File: src/rtl/uart_pkg.sv
// Shared UART definitions: oversampling constants, character width and the
// receiver state encoding. Also used by the TX side.
package uart_pkg;
  localparam int OVERSAMPLE  = 16;
  localparam int MID_SAMPLE  = 8;
  localparam int UART_DATA_W = 8;

  typedef enum logic [2:0] {
    IDLE,
    START,
    DATA,
    PARITY,
    STOP,
    DONE
  } uart_rx_state_t;
endpackage

File: src/rtl/uart_rx_oversample_if.sv
// Serial line plus received-character outputs of the UART receiver.
// slave: the receiver. master: whoever drives rxd and consumes characters.
interface uart_rx_oversample_if;
  import uart_pkg::*;
  logic                   rxd;
  logic [UART_DATA_W-1:0] rx_data;
  logic                   rx_done;
  logic                   frame_err;
  logic                   parity_err;
  logic                   busy;

  modport master (output rxd, input rx_data, rx_done, frame_err, parity_err, busy);
  modport slave  (input rxd, output rx_data, rx_done, frame_err, parity_err, busy);
endinterface

File: src/rtl/uart_baud_tick.sv
// CLK_DIV divider producing a one-cycle tick at each wrap of a 0..CLK_DIV-1
// counter. restart realigns the phase so the next tick is CLK_DIV cycles away.
module uart_baud_tick #(
  parameter int CLK_DIV = 27
) (
  input  logic clk,
  input  logic reset,
  input  logic restart,
  output logic tick
);
  localparam int CW = (CLK_DIV > 1) ? $clog2(CLK_DIV) : 1;
  localparam logic [CW-1:0] LAST = CW'(CLK_DIV - 1);

  logic [CW-1:0] cnt_q, cnt_d;

  // next count: wrap at LAST, or jump to phase 0 on restart
  always_comb begin
    cnt_d = cnt_q + CW'(1);
    if (restart || cnt_q == LAST) cnt_d = '0;
  end

  // counter register
  always_ff @(posedge clk) begin
    if (reset) cnt_q <= '0;
    else       cnt_q <= cnt_d;
  end

  assign tick = (cnt_q == LAST);
endmodule

File: src/rtl/uart_rx_oversample.sv
// 16x oversampling UART receiver, 8N1 by default.
// Define UART_RX_PARITY_EN for 8E1 framing with an active parity_err output.
// rx_data/rx_done rise together one clk after the stop-bit sample; the
// falling edge of rx_done marks rx_data valid for the downstream stage.
module uart_rx_oversample import uart_pkg::*; #(
  parameter int CLK_DIV  = 27,
  parameter int DONE_LEN = 4
) (
  input logic                 clk,
  input logic                 reset,
  uart_rx_oversample_if.slave rx_if
);
  localparam int DW = $clog2(DONE_LEN);
`ifdef UART_RX_PARITY_EN
  localparam uart_rx_state_t AFTER_DATA = PARITY;
`else
  localparam uart_rx_state_t AFTER_DATA = STOP;
`endif

  logic s1_q, s2_q, prev_q;
  logic fall, restart, tick, mid_hit;

  uart_rx_state_t         state_q;
  logic [3:0]             samp_q;
  logic [2:0]             bit_q;
  logic [UART_DATA_W-1:0] shift_q, data_q;
  logic [DW-1:0]          done_cnt_q;
  logic                   done_q, ferr_q, busy_q;
`ifdef UART_RX_PARITY_EN
  logic                   par_bad_q, perr_q;
`endif

  // 2-FF synchronizer plus delayed copy for edge detection; idle-high reset
  always_ff @(posedge clk) begin
    if (reset) begin
      s1_q   <= 1'b1;
      s2_q   <= 1'b1;
      prev_q <= 1'b1;
    end else begin
      s1_q   <= rx_if.rxd;
      s2_q   <= s1_q;
      prev_q <= s2_q;
    end
  end

  // a start is only ever accepted from IDLE; a held-low line never re-triggers
  assign fall    = prev_q & ~s2_q;
  assign restart = (state_q == IDLE) && fall;
  assign mid_hit = tick && (samp_q == 4'(OVERSAMPLE - 1));

  uart_baud_tick #(.CLK_DIV(CLK_DIV)) u_tick (
    .clk    (clk),
    .reset  (reset),
    .restart(restart),
    .tick   (tick)
  );

  // receive FSM with registered outputs; samp_q wraps 15->0 once per bit
  always_ff @(posedge clk) begin
    if (reset) begin
      state_q    <= IDLE;
      samp_q     <= '0;
      bit_q      <= '0;
      shift_q    <= '0;
      data_q     <= '0;
      done_cnt_q <= '0;
      done_q     <= 1'b0;
      ferr_q     <= 1'b0;
      busy_q     <= 1'b0;
`ifdef UART_RX_PARITY_EN
      par_bad_q  <= 1'b0;
      perr_q     <= 1'b0;
`endif
    end else begin
      ferr_q <= 1'b0;
`ifdef UART_RX_PARITY_EN
      perr_q <= 1'b0;
`endif
      case (state_q)
        IDLE: if (fall) begin
          state_q <= START;
          samp_q  <= '0;
          busy_q  <= 1'b1;
        end
        START: if (tick) begin
          if (samp_q == 4'(MID_SAMPLE - 1)) begin
            samp_q <= '0;
            bit_q  <= '0;
            if (!s2_q) state_q <= DATA;
            else begin
              state_q <= IDLE;
              busy_q  <= 1'b0;
            end
          end else samp_q <= samp_q + 4'd1;
        end
        DATA: begin
          if (tick) samp_q <= samp_q + 4'd1;
          if (mid_hit) begin
            shift_q <= {s2_q, shift_q[UART_DATA_W-1:1]};
            bit_q   <= bit_q + 3'd1;
            if (bit_q == 3'(UART_DATA_W - 1)) state_q <= AFTER_DATA;
          end
        end
`ifdef UART_RX_PARITY_EN
        PARITY: begin
          if (tick) samp_q <= samp_q + 4'd1;
          if (mid_hit) begin
            par_bad_q <= (s2_q != ^shift_q);
            state_q   <= STOP;
          end
        end
`endif
        STOP: begin
          if (tick) samp_q <= samp_q + 4'd1;
          if (mid_hit) begin
            if (s2_q) begin
              data_q     <= shift_q;
              done_q     <= 1'b1;
              done_cnt_q <= '0;
              state_q    <= DONE;
`ifdef UART_RX_PARITY_EN
              perr_q     <= par_bad_q;
`endif
            end else begin
              ferr_q  <= 1'b1;
              busy_q  <= 1'b0;
              state_q <= IDLE;
            end
          end
        end
        DONE: begin
          if (done_cnt_q == DW'(DONE_LEN - 1)) begin
            done_q  <= 1'b0;
            busy_q  <= 1'b0;
            state_q <= IDLE;
          end else done_cnt_q <= done_cnt_q + DW'(1);
        end
        default: begin
          state_q <= IDLE;
          busy_q  <= 1'b0;
        end
      endcase
    end
  end

  assign rx_if.rx_data   = data_q;
  assign rx_if.rx_done   = done_q;
  assign rx_if.frame_err = ferr_q;
  assign rx_if.busy      = busy_q;
`ifdef UART_RX_PARITY_EN
  assign rx_if.parity_err = perr_q;
`else
  assign rx_if.parity_err = 1'b0;
`endif
endmodule

File: src/flat_wrapper.sv
// flat-port wrapper written by rule: the top's interface ports become plain ports
module uart_rx_oversample_flat import uart_pkg::*;
#(
  parameter int CLK_DIV  = 27,
  parameter int DONE_LEN = 4
)
  (clk, reset, rx_if_rxd, rx_if_rx_data, rx_if_rx_done, rx_if_frame_err, rx_if_parity_err, rx_if_busy);
  uart_rx_oversample_if rx_if_i ();
  input logic clk;
  input logic reset;
  input wire logic [$bits(rx_if_i.rxd)-1:0] rx_if_rxd;
  output wire logic [$bits(rx_if_i.rx_data)-1:0] rx_if_rx_data;
  output wire logic [$bits(rx_if_i.rx_done)-1:0] rx_if_rx_done;
  output wire logic [$bits(rx_if_i.frame_err)-1:0] rx_if_frame_err;
  output wire logic [$bits(rx_if_i.parity_err)-1:0] rx_if_parity_err;
  output wire logic [$bits(rx_if_i.busy)-1:0] rx_if_busy;
  assign rx_if_i.rxd = rx_if_rxd;
  assign rx_if_rx_data = rx_if_i.rx_data;
  assign rx_if_rx_done = rx_if_i.rx_done;
  assign rx_if_frame_err = rx_if_i.frame_err;
  assign rx_if_parity_err = rx_if_i.parity_err;
  assign rx_if_busy = rx_if_i.busy;
  uart_rx_oversample #(.CLK_DIV(CLK_DIV), .DONE_LEN(DONE_LEN)) u_core (.clk(clk), .reset(reset), .rx_if(rx_if_i));
endmodule
File: config.mk
export PLATFORM = sky130hd
export DESIGN_NAME = uart_rx_oversample_flat
export DESIGN_NICKNAME = d
export VERILOG_FILES = /design/src/rtl/uart_pkg.sv /design/src/rtl/uart_rx_oversample_if.sv /design/src/rtl/uart_baud_tick.sv /design/src/rtl/uart_rx_oversample.sv /design/src/flat_wrapper.sv
export SDC_FILE = /design/constraint.sdc
export NUM_CORES = 1
export LEC_CHECK = 0
export ABC_AREA = 1
export BUFFER_PORTS_ARGS = -buffer_cell sky130_fd_sc_hd__buf_2
export CAP_MARGIN = 0
export CORE_MARGIN = 4
export CORE_UTILIZATION = 38
export DETAILED_ROUTE_END_ITERATION = 7
export GPL_ROUTABILITY_DRIVEN = 1
export PLACE_DENSITY_LB_ADDON = 0.12
export SYNTH_ARGS = -nofsm -noshare
export SYNTH_HDL_FRONTEND = slang
export SYNTH_SLANG_ARGS = --single-unit
export TNS_END_PERCENT = 5
File: constraint.sdc
create_clock -name clk -period 1.6 [get_ports clk]
set_input_delay 0.08 -clock clk [delete_from_list [all_inputs] [get_ports clk]]
set_output_delay 0.08 -clock clk [all_outputs]
set_load 0.01 [all_outputs]
==> flow_summary.json, run 1 <==
{
  "clk_path_buf_depth": 2,
  "drive_gt1_frac": 0.291,
  "first_pass_iters": 4,
  "finalCritPeriodShare": 0.946,
  "grtUsageTotal": 0.128,
  "n_fill_cell": 466,
  "startpoint_type": "flop",
  "synth_area_leader_cell": "dfxtp_1",
  "regArea_um2": 788,
  "grt_use_met2": 0.192,
  "max_freq_mhz": 661,
  "netlist_top_cells_area": "dfxtp_1, nand2_1, nor2_1",
  "r2r-end": "u_core.samp_q[0]",
  "busiest_layer": "met2",
  "path_max_fanout": 8,
  "max_cap_violations": 0,
  "cts.sinks": 39,
  "die_h_um": 77.3,
  "cts_tree": "done",
  "setup_slack_ns": 0.0869,
  "io_buffers": 13,
  "setup-tns-final_ns": 0,
  "die-area_mm2": 0.00598,
  "start_util": 0.406,
  "wl_per_cell_um": 11.8,
  "area_growth_pct": 20.2,
  "gp_congestion": 0.823,
  "final-hold-violation-count": 0,
  "ir_drop_uv": 796,
  "h-tree-depth": 2,
  "grt_util_met1": 0.170,
  "final_cell_area_mm2": 0.00220,
  "rr_worst_depth": 10,
  "layout_common_cells": "dfxtp_1, nand2_1, nor2_1, inv_1, a21oi_1",
  "r2r_start": "u_core.u_tick.cnt_q[0]",
  "die_x_um": 77.3,
  "drt_iter0_markers": 55,
  "multi_input_area_um2": 938,
  "finalMaxSlewViolations": 0,
  "yosys.cell_types.count": 35,
  "dp.final_hpwl_mm": 2.58,
  "insertion_delay_ns": 0.29,
  "finClkSkew_ns": 0.00390,
  "cp-startpoint": "u_core.u_tick.cnt_q[0]",
  "p_leak_nw": 0.964,
  "met3_usage": 0.0370,
  "wl_mm": 3.60,
  "final_util": 0.488,
  "status": "complete, no violations",
  "hp-class": "input port to flop",
  "yosysSeqAreaShare": 0.427,
  "synth_top_cell_area_share": 0.427,
  "cp-end-kind": "flop",
  "drcViolationCount": 0,
  "grt_pass1_vias": 1355,
  "coreArea_mm2": 0.00450,
  "root_buffer": "clkbuf_8",
  "synthCells": 227,
  "layout_commonest_cell": "dfxtp_1",
  "antenna_found_initial": 0,
  "crit_arrival_ns": 1.70,
  "postRouteAntennaNets": 0,
  "synthesis.nets": 236,
  "row_count": 24,
  "num_antenna_cells": 0,
  "min_from": "reset",
  "cp.required_ns": 1.78,
  "min_period_ns": 1.51,
  "routed-via-count": 1475,
  "overflow": 0,
  "grt_pass1_wl_mm": 6.17,
  "placed_cell_area_mm2": 0.00198,
  "r2r_slack_ns": 0.09,
  "powerDensity_mw_per_mm2": 1630,
  "finalNetCount": 262,
  "ys_warn_count": 0,
  "crit_path_end": "u_core.samp_q[0]",
  "ys_ff_latch": 39,
  "cts_buffers": 5,
  "pre_cts_slack_ns": 0.0172,
  "synth.avg_cell_area_um2": 8.05,
  "clk_pin_slew_ns": 0.08,
  "synthesis.area_mm2": 0.00183,
  "grt_start_max_net_pins": 18,
  "worstSetupPathType": "flop to flop",
  "setup_viol": 0,
  "whs_ns": 0.195,
  "drt-vias-per-instance": 4.82,
  "pin_count": 15
}
critical path, stage by stage (launching register included):
cell,delay [ns]
dfxtp_2,0.33
inv_2,0.04
ha_2,0.18
nand4_1,0.16
buf_4,0.19
nand2_2,0.06
nand2_2,0.05
nor2_4,0.20
inv_2,0.05
a21oi_2,0.09
nor2_1,0.05
stage by stage:
stage          power (W)  instances
2_1_floorplan    0.00229        227
3_3_place_gp     0.00256        294
3_5_place_dp     0.00254        294
4_1_cts          0.00353        303
5_1_grt          0.00385        306
6_report         0.00359        306
synthesized netlist by cell type, drive strengths merged:
cell and instances:
nand3 10, inv 27, or2 2, o211ai 1, a211oi 7, xor2 3
o21ai 16, dfxtp 39, nor2 38, nor3 5, and2 2, nand2 41
a21oi 19, conb 1, buf 5, clkbuf 1, ha 6, nand4 4
report_power, final:
part | total (W) | internal, W | switching [W] | leakage (nW)
logic | 0.00142 | 0.000522 | 0.000898 | 0.580
clock network | 0.000969 | 0.000623 | 0.000345 | 0.0654
registers | 0.00120 | 0.00108 | 0.000114 | 0.318
cell families after synthesis:
group | count (synthesis) | synth area share
AOI/OAI and AO/OA | 43 | 0.138
xor gates and xnor gates | 3 | 0.0144
adders and majority gates | 6 | 0.0411
buffers and inverters | 33 | 0.0822
DFF | 39 | 0.427
other | 1 | 0.00205
and+or+nand+nor | 102 | 0.295
layout make-up:
type,instances,share of cell area
inverters,27,0.0462
well taps,52,0.0296
clock buffers,6,0.0330
repair buffers,25,0.0775
flip-flops and latches,39,0.359
multi-input cells,155,0.427
clock inverters,2,0.0274
layer usage:
metal / vias up / wire (µm) / part of all wire
met1: 664 / 1800 / 0.50
met4: 0 / 64 / 0.018
met2: 16 / 1630 / 0.45
li1: 788 / - / -
met5: - / 0 / 0
met3: 7 / 105 / 0.029
worst min-delay path by stage:
stage | to | slack (ns) | cells past startpoint
floorplan | u_core.s1_q | 0.18 | 1
global placement | u_core.s1_q | 0.27 | 2
detailed placement | u_core.s1_q | 0.27 | 2
CTS | u_core.prev_q | 0.19 | 3
global route | u_core.prev_q | 0.20 | 3
finish | u_core.prev_q | 0.19 | 3
state kept, by name, indices dropped and copies added, names as in the netlist, 2 cells and up:
signal and flops:
u_core.bit_q 3, u_core.done_cnt_q 2, u_core.rx_if.rx_data 8, u_core.samp_q 4, u_core.shift_q 8, u_core.state_q 3, u_core.u_tick.cnt_q 5
repair_timing:
| item | in CTS | in global routing |
|---|---|---|
| gates resized for setup | 1 | 17 |
| pin swaps | 1 | 8 |
| setup endpoints to repair | 3 | 25 |
| hold endpoints to repair | 1 | 0 |
| hold buffers | 1 | 0 |
| setup buffers | 0 | 3 |
| gates cloned | 0 | 0 |
(Power assumes the default switching activity.)
==> inputs of run 2 (changes only) <==
- ABC_AREA: 1 -> unset
- TNS_END_PERCENT: 5 -> 10
==> flow_summary.json, run 2 <==
{
  "cp-end-kind": "flop",
  "max_cap_violations": 0,
  "overflow": 0,
  "finClkSkew_ns": 0.00389,
  "setup_viol": 1,
  "crit_buf_inv": 0,
  "path_cells": "ha_4 > and3b_1 > or3_4 > o221ai_4 > mux2_4",
  "final_cell_area_mm2": 0.00238,
  "critical-path-top-delay-family": "simple AND/OR/NAND/NOR gates",
  "slowest_stage": "or3_4",
  "cpPeakStageDelay_ns": 0.39,
  "final-hold-violation-count": 0,
  "clk_pin_slew_ns": 0.08,
  "synthesis.area_mm2": 0.00185,
  "h-tree-depth": 2,
  "finalCritPeriodShare": 1.02,
  "wl_mm": 4.00,
  "pin_count": 15,
  "antenna_found_initial": 0,
  "drt_iter0_markers": 32,
  "routed-via-count": 1459,
  "area_growth_pct": 28.6,
  "ys_ff_latch": 39,
  "die-area_mm2": 0.00605,
  "drive_gt1_frac": 0.368,
  "hp-class": "input port to flop",
  "start_util": 0.392,
  "root_buffer": "clkbuf_8",
  "max_freq_mhz": 615,
  "synthesis.nets": 198,
  "finalNetCount": 237,
  "wl_per_cell_um": 13.5,
  "post-synth-top-count-cell": "dfxtp_1",
  "cts_buffers": 5,
  "min_period_ns": 1.63,
  "startpoint_type": "flop",
  "path_max_fanout": 3,
  "yosys.cell_types.count": 55,
  "synthCells": 189,
  "setup_slack_ns": -0.0266,
  "postRouteAntennaNets": 0,
  "drt-vias-per-instance": 4.95,
  "synth_area_leader_cell": "dfxtp_1",
  "die_x_um": 77.8,
  "first_pass_iters": 4,
  "crit_arrival_ns": 1.80,
  "worstSetupPathType": "flop to flop",
  "synth_edf_count": 0,
  "synth_ff_type": "dfxtp_1",
  "yosys-top-cells-count": "dfxtp_1, nor2_1, mux2i_1",
  "die_h_um": 77.8,
  "insertion_delay_ns": 0.28,
  "powerDensity_mw_per_mm2": 884,
  "finalMaxSlewViolations": 0,
  "drcViolationCount": 0,
  "violations": "negative setup slack",
  "grtUsageTotal": 0.142,
  "layout_commonest_cell": "dfxtp_1",
  "grt_start_max_net_pins": 25,
  "cp.required_ns": 1.78,
  "ir_drop_uv": 552,
  "cts.sinks": 39,
  "io_buffers": 13,
  "whs_ns": 0.0924,
  "netlist_top_cells_area": "dfxtp_1, mux2i_1, nor2_1",
  "p_leak_nw": 1.02,
  "rsz0062_at_grt": "true",
  "dp.final_hpwl_mm": 2.87,
  "placed_cell_area_mm2": 0.00216,
  "synth.avg_cell_area_um2": 9.78,
  "cts_tree": "done",
  "clk_path_buf_depth": 2,
  "ys_warn_count": 0,
  "coreArea_mm2": 0.00472,
  "yosysSeqAreaShare": 0.422,
  "layout_common_cells": "dfxtp_1, nor2_1, buf_4, mux2i_1, buf_2",
  "row_count": 25,
  "grt_pass1_vias": 1464,
  "grt_pass1_wl_mm": 6.89,
  "gp_congestion": 0.925,
  "num_antenna_cells": 0,
  "async_flop_share": 0,
  "status": "complete, but fails checks",
  "synth_top_cell_area_share": 0.422
}
## run 2: changes by cell type in the layout (fill, tap and decap cells not counted), moves of 5 or more
cell      before  now
o21ai_1        5    0
nor2_4         6    0
nand2_2        8    0
buf_4         10   26
nand2b_1       0    6
nand2_1       29    6
mux2i_1        0   17
a211oi_1       5    0
o21ai_0       10    2
a21oi_1       18    7
inv_1         22    2
## run 2: cells by family (layout without fill, tap and decap cells)
family	after synthesis	in the layout	share of synthesized area
other	1	1	0.00203
adders and majority gates	6	6	0.0406
and+or+nand+nor	74	74	0.227
buffers and inverters	14	53	0.0413
DFF	39	39	0.422
muxes	18	18	0.0981
xor gates and xnor gates	5	5	0.0237
AOI/OAI and AO/OA	32	32	0.145
## run 2: area by class of cell
type	count	area (µm²)
inverter	3	11.3
multi-input combinational	136	1100
sequential	39	792
timing repair buffer	43	313
tap	67	83.8
clock inverter	2	13.8
clock buffer	5	68.8
fill	458	2340
## run 2: where the power goes
part | internal [W] | total (W) | switching (W)
Combinational | 0.000232 | 0.000436 | 0.000204
Sequential | 0.000997 | 0.00104 | 0.0000387
Clock | 0.000298 | 0.000631 | 0.000333
Total | 0.00153 | 0.00210 | 0.000576
## run 2: stage by stage
stage	cells	TNS (ns)	setup WS, ns	util	power, W
2_1_floorplan	189	0	0.0101	-	0.00129
3_3_place_gp	286	-0.140	-0.0353	0.458	0.00142
3_5_place_dp	286	-0.519	-0.0466	0.458	0.00142
4_1_cts	294	-0.122	-0.0334	0.479	0.00207
5_1_grt	295	-0.552	-0.0824	0.504	0.00224
6_report	295	-0.0266	-0.0266	0.504	0.00210
## run 2: final timing paths
path	startpoint	slack (ns)	cells past startpoint	to
max	u_core.samp_q[0]	-0.03	5	u_core.state_q[2]
min	reset	0.09	2	u_core.done_cnt_q[1]
max reg2reg	u_core.samp_q[0]	-0.03	5	u_core.state_q[2]
min reg2reg	u_core.s1_q	0.42	1	u_core.s2_q
## run 2: timing repair
item                                   CTS  global route
setup endpoints to repair               27            35
buffers inserted                         0             1
pin swaps                                0             9
gates resized for setup                  3            25
endpoints found under the hold margin    1             0
hold buffers                             1             0
## run 2: metal layers
metal / wire, µm / track usage
met1: 1860 / 0.178
met5: 0 / 0
met2: 1940 / 0.230
met3: 149 / 0.0383
met4: 48 / 0.0534
